File: config.mk
export PLATFORM = sky130hd
export DESIGN_NAME = life_event_arbiter
export DESIGN_NICKNAME = d
export VERILOG_FILES = /design/src/rtl/life_pkg.sv /design/src/rtl/life_kit_queue.sv /design/src/rtl/life_event_arbiter.sv
export SDC_FILE = /design/constraint.sdc
export NUM_CORES = 1
export LEC_CHECK = 0
export CAP_MARGIN = 10
export CORE_MARGIN = 1
export CORE_UTILIZATION = 42
export CTS_BUF_LIST = sky130_fd_sc_hd__clkbuf_16
export DETAILED_ROUTE_END_ITERATION = 7
export PLACE_DENSITY = 0.69
export SYNTH_ARGS = -nofsm -noshare
export SYNTH_HDL_FRONTEND = slang
export SYNTH_SLANG_ARGS = --single-unit
File: constraint.sdc
create_clock -name clk -period 2.4 [get_ports clk]
set_input_delay 0.72 -clock clk [delete_from_list [all_inputs] [get_ports clk]]
set_output_delay 0.72 -clock clk [all_outputs]
set_load 0.01 [all_outputs]
File: src/rtl/life_pkg.sv
// -----------------------------------------------------------------------------
// life_pkg
// Shared types and widths for the life-event request path.
//   life_state_t : hit-protection state of the player (VULN / INVULN / DEAD)
//   LIVES_W      : width of the lives count coming from the lives controller
//   KIT_CNT_W    : width of the pending life-kit counter
//   INV_CNT_W    : width of the invulnerability seconds counter
//   lives_sum()  : lives + pending kits, one bit wider so the sum never wraps
// -----------------------------------------------------------------------------
package life_pkg;

  typedef enum logic [1:0] {
    VULN   = 2'd0,
    INVULN = 2'd1,
    DEAD   = 2'd2
  } life_state_t;

  localparam int LIVES_W   = 4;
  localparam int KIT_CNT_W = 2;
  localparam int INV_CNT_W = 4;

  // Lives a player would end up with if every pending kit were granted.
  function automatic logic [LIVES_W:0] lives_sum(
    input logic [LIVES_W-1:0]   lives,
    input logic [KIT_CNT_W-1:0] kit_pend
  );
    return {1'b0, lives} + {{(LIVES_W - KIT_CNT_W + 1){1'b0}}, kit_pend};
  endfunction

endpackage

File: src/rtl/life_kit_queue.sv
// -----------------------------------------------------------------------------
// life_kit_queue
// Holds collected life kits until the lives controller may take them, granting
// at most one increment per OneSecPulse window. Kits that could never be
// granted (queue full, or lives plus pending already at the ceiling) are
// discarded with a kit_dropped pulse.
//
// Ports:
//   clk              system clock
//   reset            synchronous, active-high reset
//   life_kit_pickup  one-cycle pulse per kit collected
//   OneSecPulse      1 Hz pulse; reopens the increment window
//   lives            current lives from the lives controller
//   dead             player is in DEAD: flush and stay silent
//   hold_issue       a decrement is going out this cycle; increment waits
//   increment_life   one-cycle increment request
//   kit_dropped      one-cycle pulse when a kit is discarded
// -----------------------------------------------------------------------------
module life_kit_queue
  import life_pkg::*;
#(
  parameter int MAX_LIVES       = 9,
  parameter int KIT_QUEUE_DEPTH = 3
) (
  input  logic               clk,
  input  logic               reset,
  input  logic               life_kit_pickup,
  input  logic               OneSecPulse,
  input  logic [LIVES_W-1:0] lives,
  input  logic               dead,
  input  logic               hold_issue,
  output logic               increment_life,
  output logic               kit_dropped
);

  localparam logic [KIT_CNT_W-1:0] DEPTH_C = KIT_CNT_W'(KIT_QUEUE_DEPTH);
  localparam logic [LIVES_W:0]     MAX_C   = (LIVES_W + 1)'(MAX_LIVES);

  logic [KIT_CNT_W-1:0] kit_pend_q;
  logic                 kit_window_used_q;

  logic [LIVES_W:0] lives_plus_pend;
  logic             no_room;
  logic             accept;
  logic             drop;
  logic             issue;

  assign lives_plus_pend = lives_sum(lives, kit_pend_q);

  // A kit is refused when it could never be granted: either the queue is
  // full or the kits already pending would take lives to the ceiling.
  assign no_room = (kit_pend_q == DEPTH_C) || (lives_plus_pend >= MAX_C);
  assign accept  = !dead && life_kit_pickup && !no_room;
  assign drop    = !dead && life_kit_pickup &&  no_room;

  // The window flag is registered, so a OneSecPulse only reopens the window
  // from the following cycle onward.
  assign issue = !dead && (kit_pend_q != '0) && !kit_window_used_q && !hold_issue;

  always_ff @(posedge clk) begin
    // NOTE: state registers use non-blocking assignments so every flop
    // samples the pre-edge values of the others, independent of order.
    if (reset) begin
      kit_pend_q        <= '0;
      kit_window_used_q <= 1'b0;
    end else if (dead) begin
      kit_pend_q        <= '0;
      kit_window_used_q <= 1'b0;
    end else begin
      // Pickup and issue in the same cycle cancel out.
      if (accept && !issue) begin
        kit_pend_q <= kit_pend_q + KIT_CNT_W'(1);
      end else if (issue && !accept) begin
        kit_pend_q <= kit_pend_q - KIT_CNT_W'(1);
      end

      if (issue) begin
        kit_window_used_q <= 1'b1;
      end else if (OneSecPulse) begin
        kit_window_used_q <= 1'b0;
      end
    end
  end

  // Nothing leaves the block while reset is asserted.
  assign increment_life = issue && !reset;
  assign kit_dropped    = drop  && !reset;

endmodule

File: src/rtl/life_event_arbiter.sv
// -----------------------------------------------------------------------------
// life_event_arbiter
// Request side of the lives interface. Converts raw gameplay events into
// clean single-cycle decrement_life / increment_life requests:
//   - a hit (bomb or enemy) in VULN issues one decrement and starts
//     INVULN_SECONDS seconds of invulnerability, so a held hit level yields
//     one decrement per protection period;
//   - life kits are queued in life_kit_queue and granted one per second;
//   - lives_over moves the player to DEAD, where nothing is requested until
//     reset.
// Optional build macro LIFE_BLINK_EN adds a sprite blink strobe during
// INVULN; without it player_blink is tied low.
//
// Ports:
//   clk              system clock
//   reset            synchronous, active-high reset
//   bomb_hit         level: player overlaps an explosion
//   enemy_hit        level: player overlaps an enemy
//   life_kit_pickup  one-cycle pulse per kit collected
//   OneSecPulse      one-cycle pulse, 1 Hz
//   lives            current lives from the lives controller
//   lives_over       lives == 0 from the lives controller
//   decrement_life   one-cycle request
//   increment_life   one-cycle request
//   invulnerable     high while in INVULN
//   player_blink     sprite hide strobe
//   kit_dropped      one-cycle pulse when a kit is discarded
// -----------------------------------------------------------------------------
module life_event_arbiter
  import life_pkg::*;
#(
  parameter int INVULN_SECONDS    = 2,
  parameter int MAX_LIVES         = 9,
  parameter int KIT_QUEUE_DEPTH   = 3,
  parameter int BLINK_HALF_CYCLES = 3125000
) (
  input  logic               clk,
  input  logic               reset,
  input  logic               bomb_hit,
  input  logic               enemy_hit,
  input  logic               life_kit_pickup,
  input  logic               OneSecPulse,
  input  logic [LIVES_W-1:0] lives,
  input  logic               lives_over,
  output logic               decrement_life,
  output logic               increment_life,
  output logic               invulnerable,
  output logic               player_blink,
  output logic               kit_dropped
);

  // Elaboration-time range checks on the configuration.
  if (INVULN_SECONDS < 1 || INVULN_SECONDS > 15) begin : g_bad_invuln
    $error("INVULN_SECONDS must be in 1..15");
  end
  if (KIT_QUEUE_DEPTH < 1 || KIT_QUEUE_DEPTH > 3) begin : g_bad_depth
    $error("KIT_QUEUE_DEPTH must be in 1..3");
  end
  if (BLINK_HALF_CYCLES < 1) begin : g_bad_blink
    $error("BLINK_HALF_CYCLES must be at least 1");
  end

  localparam logic [INV_CNT_W-1:0] INV_LOAD = INV_CNT_W'(INVULN_SECONDS);

  life_state_t          state_q, state_d;
  logic [INV_CNT_W-1:0] inv_cnt_q, inv_cnt_d;
  logic                 hit;
  logic                 dec_req;

  assign hit = bomb_hit || enemy_hit;

  // ---------------------------------------------------------------------------
  // Hit-protection FSM: state register
  // ---------------------------------------------------------------------------
  always_ff @(posedge clk) begin
    if (reset) begin
      state_q   <= VULN;
      inv_cnt_q <= '0;
    end else begin
      state_q   <= state_d;
      inv_cnt_q <= inv_cnt_d;
    end
  end

  // ---------------------------------------------------------------------------
  // Hit-protection FSM: next state and decrement request
  // ---------------------------------------------------------------------------
  always_comb begin
    // NOTE: every signal driven here gets a default first, so no path through
    // the case statement can leave one unassigned and infer a latch.
    state_d   = state_q;
    inv_cnt_d = inv_cnt_q;
    dec_req   = 1'b0;

    unique case (state_q)
      VULN: begin
        if (lives_over) begin
          state_d = DEAD;
        end else if (hit) begin
          dec_req   = 1'b1;
          inv_cnt_d = INV_LOAD;
          state_d   = INVULN;
        end
      end

      INVULN: begin
        // Hits are ignored here; only the seconds counter matters.
        if (lives_over) begin
          state_d   = DEAD;
          inv_cnt_d = '0;
        end else if (OneSecPulse) begin
          // The last second expiring returns to VULN at the same edge; the
          // <= 1 test also keeps the counter from wrapping below zero.
          if (inv_cnt_q <= INV_CNT_W'(1)) begin
            inv_cnt_d = '0;
            state_d   = VULN;
          end else begin
            inv_cnt_d = inv_cnt_q - INV_CNT_W'(1);
          end
        end
      end

      DEAD: begin
        inv_cnt_d = '0;
      end

      default: begin
        state_d   = VULN;
        inv_cnt_d = '0;
      end
    endcase
  end

  assign decrement_life = dec_req && !reset;
  assign invulnerable   = (state_q == INVULN) && !reset;

  // ---------------------------------------------------------------------------
  // Kit queue: decrement has priority, so the increment is held off in any
  // cycle a decrement is requested.
  // ---------------------------------------------------------------------------
  life_kit_queue #(
    .MAX_LIVES       (MAX_LIVES),
    .KIT_QUEUE_DEPTH (KIT_QUEUE_DEPTH)
  ) u_kit_queue (
    .clk             (clk),
    .reset           (reset),
    .life_kit_pickup (life_kit_pickup),
    .OneSecPulse     (OneSecPulse),
    .lives           (lives),
    .dead            (state_q == DEAD),
    .hold_issue      (dec_req),
    .increment_life  (increment_life),
    .kit_dropped     (kit_dropped)
  );

  // ---------------------------------------------------------------------------
  // Sprite blink strobe
  // ---------------------------------------------------------------------------
`ifdef LIFE_BLINK_EN
  localparam int BLINK_W = (BLINK_HALF_CYCLES > 1) ? $clog2(BLINK_HALF_CYCLES) : 1;
  localparam logic [BLINK_W-1:0] BLINK_LAST = BLINK_W'(BLINK_HALF_CYCLES - 1);

  logic [BLINK_W-1:0] blink_cnt_q;
  logic               blink_q;

  // Counter and strobe run only while INVULN persists; entering INVULN starts
  // a fresh half-period with the sprite hidden.
  always_ff @(posedge clk) begin
    if (reset || state_d != INVULN) begin
      blink_cnt_q <= '0;
      blink_q     <= 1'b0;
    end else if (state_q != INVULN) begin
      blink_cnt_q <= '0;
      blink_q     <= 1'b1;
    end else if (blink_cnt_q == BLINK_LAST) begin
      blink_cnt_q <= '0;
      blink_q     <= !blink_q;
    end else begin
      blink_cnt_q <= blink_cnt_q + BLINK_W'(1);
    end
  end

  assign player_blink = blink_q && !reset;
`else
  assign player_blink = 1'b0;
`endif

endmodule
==> flow_metrics.py, run 1 <==
metrics = {
    "placed_design": {
        "gp_congestion": 0.780,
        "place.port_buffers": 14,
        "hpwl_um": 1280,
        "placed_area_um2": 895,
    },
    "pwr": {
        "irDropWorstVdd_mv": 0.752,
        "powerDensity_nw_per_um2": 908,
        "power_leakage_nw": 0.463,
    },
    "synthesis": {
        "yosysWarnings": 0,
        "yosysSeqAreaShare_pct": 27.6,
        "synth_area_leaders": "dfxtp_1, ha_1, nor2_1",
        "syn_area_um2": 653,
        "synth_top_cell_area_share_pct": 27.6,
        "postSynthAreaPerCell_um2": 8.06,
        "synth.area.mux_share_pct": 1.53,
        "synthSimpleGateAreaFrac_pct": 21.5,
        "synth_xor_area_share_pct": 6.70,
        "synth_top_family_by_area": "compound AO/OA/AOI/OAI gates",
        "netlist_instances": 81,
        "synth_seq_cells": 9,
        "synthArstFlopShare_pct": 0,
        "synth-compound-area-share_pct": 23.0,
        "yosysTopAreaCell": "dfxtp_1",
        "synth_edf_count": 0,
        "synth_cell_types": 33,
        "synthAdderAreaFrac_pct": 12.6,
        "synthFlopType": "dfxtp_1",
        "synth_fp_nets": 98,
    },
    "die": {
        "num_rows": 13,
        "dieWidth_um": 41.4,
        "start_util_pct": 47.8,
        "io_pins": 16,
        "die_area_um2": 1720,
        "core_region_area_um2": 1370,
        "die_h_um": 41.4,
    },
    "detailed_routing": {
        "first_pass_iters": 4,
        "drc_errors": 0,
        "route.antenna.remaining_nets": 0,
        "vias_per_cell": 5.33,
        "vias": 666,
        "wire_per_inst_um": 13.7,
        "drt_iter0_drc": 6,
        "routed_wl_um": 1710,
    },
    "hold_path": {
        "whs_endpoint": "u_kit_queue.kit_window_used_q",
        "hold_path_depth": 2,
        "hp-start": "u_kit_queue.kit_window_used_q",
        "hold_path_class": "flip-flop to flip-flop",
    },
    "setup_path": {
        "cp.arrival_ps": 1990,
        "r2r_end": "u_kit_queue.kit_pend_q[1]",
        "crit_fanout": 2,
        "criticalPathCategory": "input port to output port",
        "r2r-start": "u_kit_queue.kit_pend_q[0]",
        "r2r_cells": 13,
        "startpoint_type": "input port",
        "reg2reg_slack_ps": 70,
        "required_ps": 1680,
        "endpoint_kind": "output port",
    },
    "global_route": {
        "grt_max_degree": 9,
        "grt_pass1_wl_um": 2750,
        "grt_overflow": 0,
        "first_global_vias": 659,
        "antenna_found_initial": 0,
        "grt_use_total_pct": 20.4,
    },
    "timing": {
        "setup_viol": 2,
        "hold_violations": 0,
        "drv_slew": 0,
        "finalSetupTns_ps": -385,
        "fmax_mhz": 369,
        "grt_setup_unrepaired": "true",
        "finalWorstSetupSlack_ps": -309,
        "fin_crit_sh_pct": 113,
        "fin_crit_ps": 2710,
        "clock_skew_ps": 1.08,
    },
    "finish": {
        "drive_gt1_share_pct": 37.3,
        "final_nets": 128,
        "area_growth_pct": 53.1,
        "fillers": 112,
        "utilization_pct": 73.2,
        "diodes": 0,
        "finalInstanceArea_um2": 1000,
    },
    "status": {
        "status": "complete, but fails checks",
        "failed_checks": "setup timing",
    },
    "clock_network": {
        "cts_tree": "yes",
        "clock_path_buffers": 2,
        "cts_root_buf": "clkbuf_16",
        "clock-sinks": 9,
        "h-tree-depth": 1,
        "clk_latency_ps": 230,
        "cts_hold_buf": 0,
        "numCtsBuffers": 3,
        "clkSlewWorstSetupHoldPaths_ps": 40,
    },
    "run": {
        "maxCapViolations": 0,
    },
}
[final cells by class]
class,count,area (um^2),area share (%)
Clock buffer,3,75.1,7.51
Clock inverter,1,3.75,0.375
Inverter,8,30.0,3.00
Multi-Input combinational cell,62,489,48.9
Sequential cell,9,180,18.0
Tap cell,15,18.8,1.88
Timing Repair Buffer,27,203,20.3
[synthesized netlist by cell type, types with 2 or more instances]
cell type  count
inv_1          8
nand2_1        5
a21oi_1        6
or3_1          3
xnor2_1        3
a21o_1         2
nor2_1        11
o21ai_0        5
ha_1           5
dfxtp_1        9
xor2_1         2
[metal layers]
| metal | part of all wire, % | vias to the layer above | routed length [um] | track usage (%) |
|---|---|---|---|---|
| met4 | 1.9 | 0 | 33 | 9.03 |
| li1 | - | 334 | - | - |
| met5 | 0 | - | 0 | 0 |
| met3 | 4.2 | 7 | 71 | 4.78 |
| met2 | 51 | 20 | 870 | 34.1 |
| met1 | 43 | 305 | 735 | 24.7 |
[registers in the layout (all words and copies together), names as in the netlist]
| name | flops |
|---|---|
| inv_cnt_q | 4 |
| state_q | 2 |
| u_kit_queue.kit_pend_q | 2 |
| u_kit_queue.kit_window_used_q | 1 |
[placed cells by master, fill, tap and decap left out, drive strengths merged, types with 2 or more instances in the layout]
| cell | count |
|---|---|
| a21oi | 6 |
| xor2 | 2 |
| nand2 | 5 |
| or3 | 3 |
| a21o | 2 |
| clkdlybuf4s50 | 5 |
| dfxtp | 9 |
| nor2 | 11 |
| o21bai | 2 |
| buf | 20 |
| inv | 9 |
| clkbuf | 5 |
| o21ai | 5 |
| ha | 5 |
| xnor2 | 3 |
[worst max-delay path by stage]
stage	from	endpoint	slack (ps)
6_report	lives[0]	kit_dropped	-310
4_1_cts	lives[0]	kit_dropped	-310
3_5_place_dp	lives[0]	kit_dropped	-1170
3_3_place_gp	lives[0]	kit_dropped	-1120
2_1_floorplan	lives[0]	kit_dropped	-90
5_1_grt	lives[0]	kit_dropped	-370
[cells by family (layout without fill, tap and decap cells)]
family / Yosys count / after routing
flip-flops: 9 / 9
adder cells (fa/ha/maj): 6 / 6
other: 1 / 1
AO/OA/AOI/OAI: 21 / 21
XOR/XNOR: 5 / 5
multiplexers: 1 / 1
AND/OR/NAND/NOR: 28 / 28
buffers and inverters: 10 / 39
[critical path, stage by stage]
cell	delay, ps
buf_6	100
ha_4	150
inv_2	40
fa_2	420
nand3b_1	100
nand3_2	90
a211oi_2	210
buf_2	160
[what timing repair did]
| action | 4_1_cts | 5_1_grt |
|---|---|---|
| cloned | 0 | 0 |
| pin swaps | 12 | 7 |
| endpoints found under the setup margin | 6 | 5 |
| gates resized for setup | 37 | 8 |
| buffers inserted | 2 | 1 |
[power by group]
group	internal, mW	switching [mW]	total, mW
clock network	0.218	0.0711	0.289
logic	0.221	0.183	0.404
registers	0.182	0.0325	0.214
total	0.621	0.287	0.907
[per-stage QoR]
stage | instances | setup WS, ps | power, mW | hold WS, ps
after floorplan | 81 | -88.4 | 0.431 | 432
after global placement | 118 | -1120 | 0.550 | 441
after detailed placement | 118 | -1170 | 0.561 | 474
after CTS | 124 | -309 | 0.884 | 473
after global routing | 125 | -369 | 0.975 | 489
final | 125 | -309 | 0.907 | 476
No activity file was read; power rests on OpenSTA's default activity.
==> run 2: changes to the inputs <==
--- a/config.mk
+++ b/config.mk
@@ -6,10 +6,10 @@
 export NUM_CORES = 1
 export LEC_CHECK = 0
 export CAP_MARGIN = 10
-export CORE_MARGIN = 1
 export CORE_UTILIZATION = 42
 export CTS_BUF_LIST = sky130_fd_sc_hd__clkbuf_16
 export DETAILED_ROUTE_END_ITERATION = 7
+export HOLD_SLACK_MARGIN = 0.02
 export PLACE_DENSITY = 0.69
 export SYNTH_ARGS = -nofsm -noshare
 export SYNTH_HDL_FRONTEND = slang
==> results of run 2 <==
Same layout as run 1: the final DEF is identical, and so are final timing and power.
==> run 3: changes to the inputs <==
--- a/config.mk
+++ b/config.mk
@@ -6,11 +6,11 @@
 export NUM_CORES = 1
 export LEC_CHECK = 0
 export CAP_MARGIN = 10
-export CORE_UTILIZATION = 42
+export CORE_UTILIZATION = 40
 export CTS_BUF_LIST = sky130_fd_sc_hd__clkbuf_16
 export DETAILED_ROUTE_END_ITERATION = 7
 export HOLD_SLACK_MARGIN = 0.02
-export PLACE_DENSITY = 0.69
+export PLACE_DENSITY = 0.66
 export SYNTH_ARGS = -nofsm -noshare
 export SYNTH_HDL_FRONTEND = slang
 export SYNTH_SLANG_ARGS = --single-unit
==> flow_metrics.py, run 3 (synthesis results as in run 1) <==
metrics = {
    "status": {
        "status": "complete, but fails checks",
        "failed_checks": "setup timing",
    },
    "pwr": {
        "power_leakage_nw": 0.462,
        "irDropWorstVdd_mv": 0.721,
        "powerDensity_nw_per_um2": 880,
    },
    "clock_network": {
        "clock_path_buffers": 2,
        "cts_hold_buf": 0,
        "h-tree-depth": 1,
        "clock-sinks": 9,
        "cts_root_buf": "clkbuf_16",
        "clk_latency_ps": 240,
        "cts_tree": "yes",
        "numCtsBuffers": 3,
        "clkSlewWorstSetupHoldPaths_ps": 40,
    },
    "setup_path": {
        "slowest_stage": "fa_2",
        "path_cells": "buf_6, ha_4, inv_2, fa_2, nand3b_1, nand3_2, a211oi_2, buf_2",
        "r2r_end": "u_kit_queue.kit_pend_q[1]",
        "reg2reg_slack_ps": 290,
        "r2r_cells": 12,
        "cpPeakStageDelay_ps": 420,
        "r2r-start": "u_kit_queue.kit_pend_q[0]",
        "endpoint_kind": "output port",
        "required_ps": 1680,
        "cp.arrival_ps": 1980,
        "critPathTopFamily": "adder cells",
        "criticalPathCategory": "input port to output port",
        "crit_fanout": 2,
        "startpoint_type": "input port",
        "cp_num_buf_inv": 3,
    },
    "global_route": {
        "use_met2_pct": 31.4,
        "antenna_found_initial": 0,
        "grt_pass1_wl_um": 2570,
        "grt_use_met1_pct": 21.9,
        "grt_max_degree": 9,
        "first_global_vias": 658,
        "grt_use_total_pct": 18.9,
        "gr-max-usage-layer": "met2",
        "met3_usage_pct": 4.31,
        "grt_overflow": 0,
    },
    "detailed_routing": {
        "first_pass_iters": 4,
        "drt_iter0_drc": 16,
        "routed_wl_um": 1440,
        "vias_per_cell": 5.11,
        "route.antenna.remaining_nets": 0,
        "vias": 644,
        "wire_per_inst_um": 11.4,
        "drc_errors": 0,
    },
    "finish": {
        "fillers": 142,
        "largest-register": "inv_cnt_q",
        "most-common-layout-cells": "buf_4, nor2_1, dfxtp_1",
        "largest_reg_flops": 4,
        "utilization_pct": 63.9,
        "final_nets": 128,
        "diodes": 0,
        "top_regs": "inv_cnt_q (4), state_q (2), u_kit_queue.kit_pend_q (2)",
        "drive_gt1_share_pct": 31.8,
        "final_common_cell": "buf_4",
        "area_growth_pct": 49.0,
    },
    "hold_path": {
        "whs_endpoint": "u_kit_queue.kit_window_used_q",
        "hp-start": "u_kit_queue.kit_window_used_q",
        "hold_path_depth": 2,
        "hold_path_class": "flip-flop to flip-flop",
    },
    "timing": {
        "fin_crit_ps": 2700,
        "fin_crit_sh_pct": 113,
        "finalWorstSetupSlack_ps": -303,
        "hold_violations": 0,
        "grt_setup_unrepaired": "true",
        "timing.hold.ws_ps": 475,
        "drv_slew": 0,
        "fmax_mhz": 370,
        "setup_viol": 1,
        "clock_skew_ps": 1.65,
    },
    "die": {
        "dieWidth_um": 42.4,
        "die_h_um": 42.4,
        "num_rows": 14,
        "start_util_pct": 42.9,
        "core_region_area_um2": 1520,
        "io_pins": 16,
        "die_area_um2": 1800,
    },
    "placed_design": {
        "gp_congestion": 0.822,
        "hpwl_um": 1140,
        "place.port_buffers": 14,
        "post-place-ws_ps": -1180,
    },
    "run": {
        "maxCapViolations": 0,
    },
}
## run 3: cell count changes in the layout (fill, tap and decap cells not counted), sizes merged
cell,previous run,this run
clkbuf,5,4
buf,20,21
## run 3: worst max-delay path by stage
stage	from	end	slack, ps	depth (start not counted)
2_1_floorplan	lives[0]	kit_dropped	-90	6
3_3_place_gp	lives[0]	kit_dropped	-1120	9
3_5_place_dp	lives[0]	kit_dropped	-1180	9
4_1_cts	lives[0]	kit_dropped	-310	9
5_1_grt	lives[0]	kit_dropped	-380	8
6_report	lives[0]	kit_dropped	-300	8
## run 3: power by group
group	internal, mW	total, mW	switching [mW]
clock network	0.218	0.292	0.0738
logic	0.196	0.357	0.161
registers	0.182	0.208	0.0265
total	0.596	0.857	0.261
## run 3: timing repair
item | in CTS | in global routing
setup endpoints to repair | 6 | 3
setup buffers | 2 | 1
resized for setup | 36 | 5
pin swaps | 8 | 7
## run 3: layout make-up
class                      instances  area [um^2]  share of cell area, %
clock buffer                       3         75.1                   7.71
tap                               16         20.0                   2.06
sequential                         9          180                   18.5
inverter                           8         30.0                   3.08
clock inverter                     1         3.75                  0.386
timing repair buffer              27          205                   21.1
multi-input combinational         62          459                   47.2
## run 3: per-stage QoR
step           instance area (um^2)  total power, mW  instances  TNS (ps)
3_3_place_gp                    896            0.551        119     -3700
4_1_cts                         971            0.869        125      -309
2_1_floorplan                   673            0.431         81     -88.4
3_5_place_dp                    896            0.559        119     -3920
5_1_grt                         973            0.924        126      -382
6_report                        973            0.857        126      -303
## run 3: worst reg2reg max path: stages (launching register included)
cell and delay [ps]:
dfxtp_1 370, ha_4 150, inv_2 30, fa_2 340, mux2i_1 130, nand3b_1 100, nand3_2 70, and3b_1 190
ha_1 190, xor2_1 140, nor2_1 120, xnor2_1 130, nor2_1 50
## run 3: routing by layer
metal	up-vias	wire length [um]
li1	335	-
met1	294	650
met2	11	690
met3	4	62
met4	0	31
met5	-	0
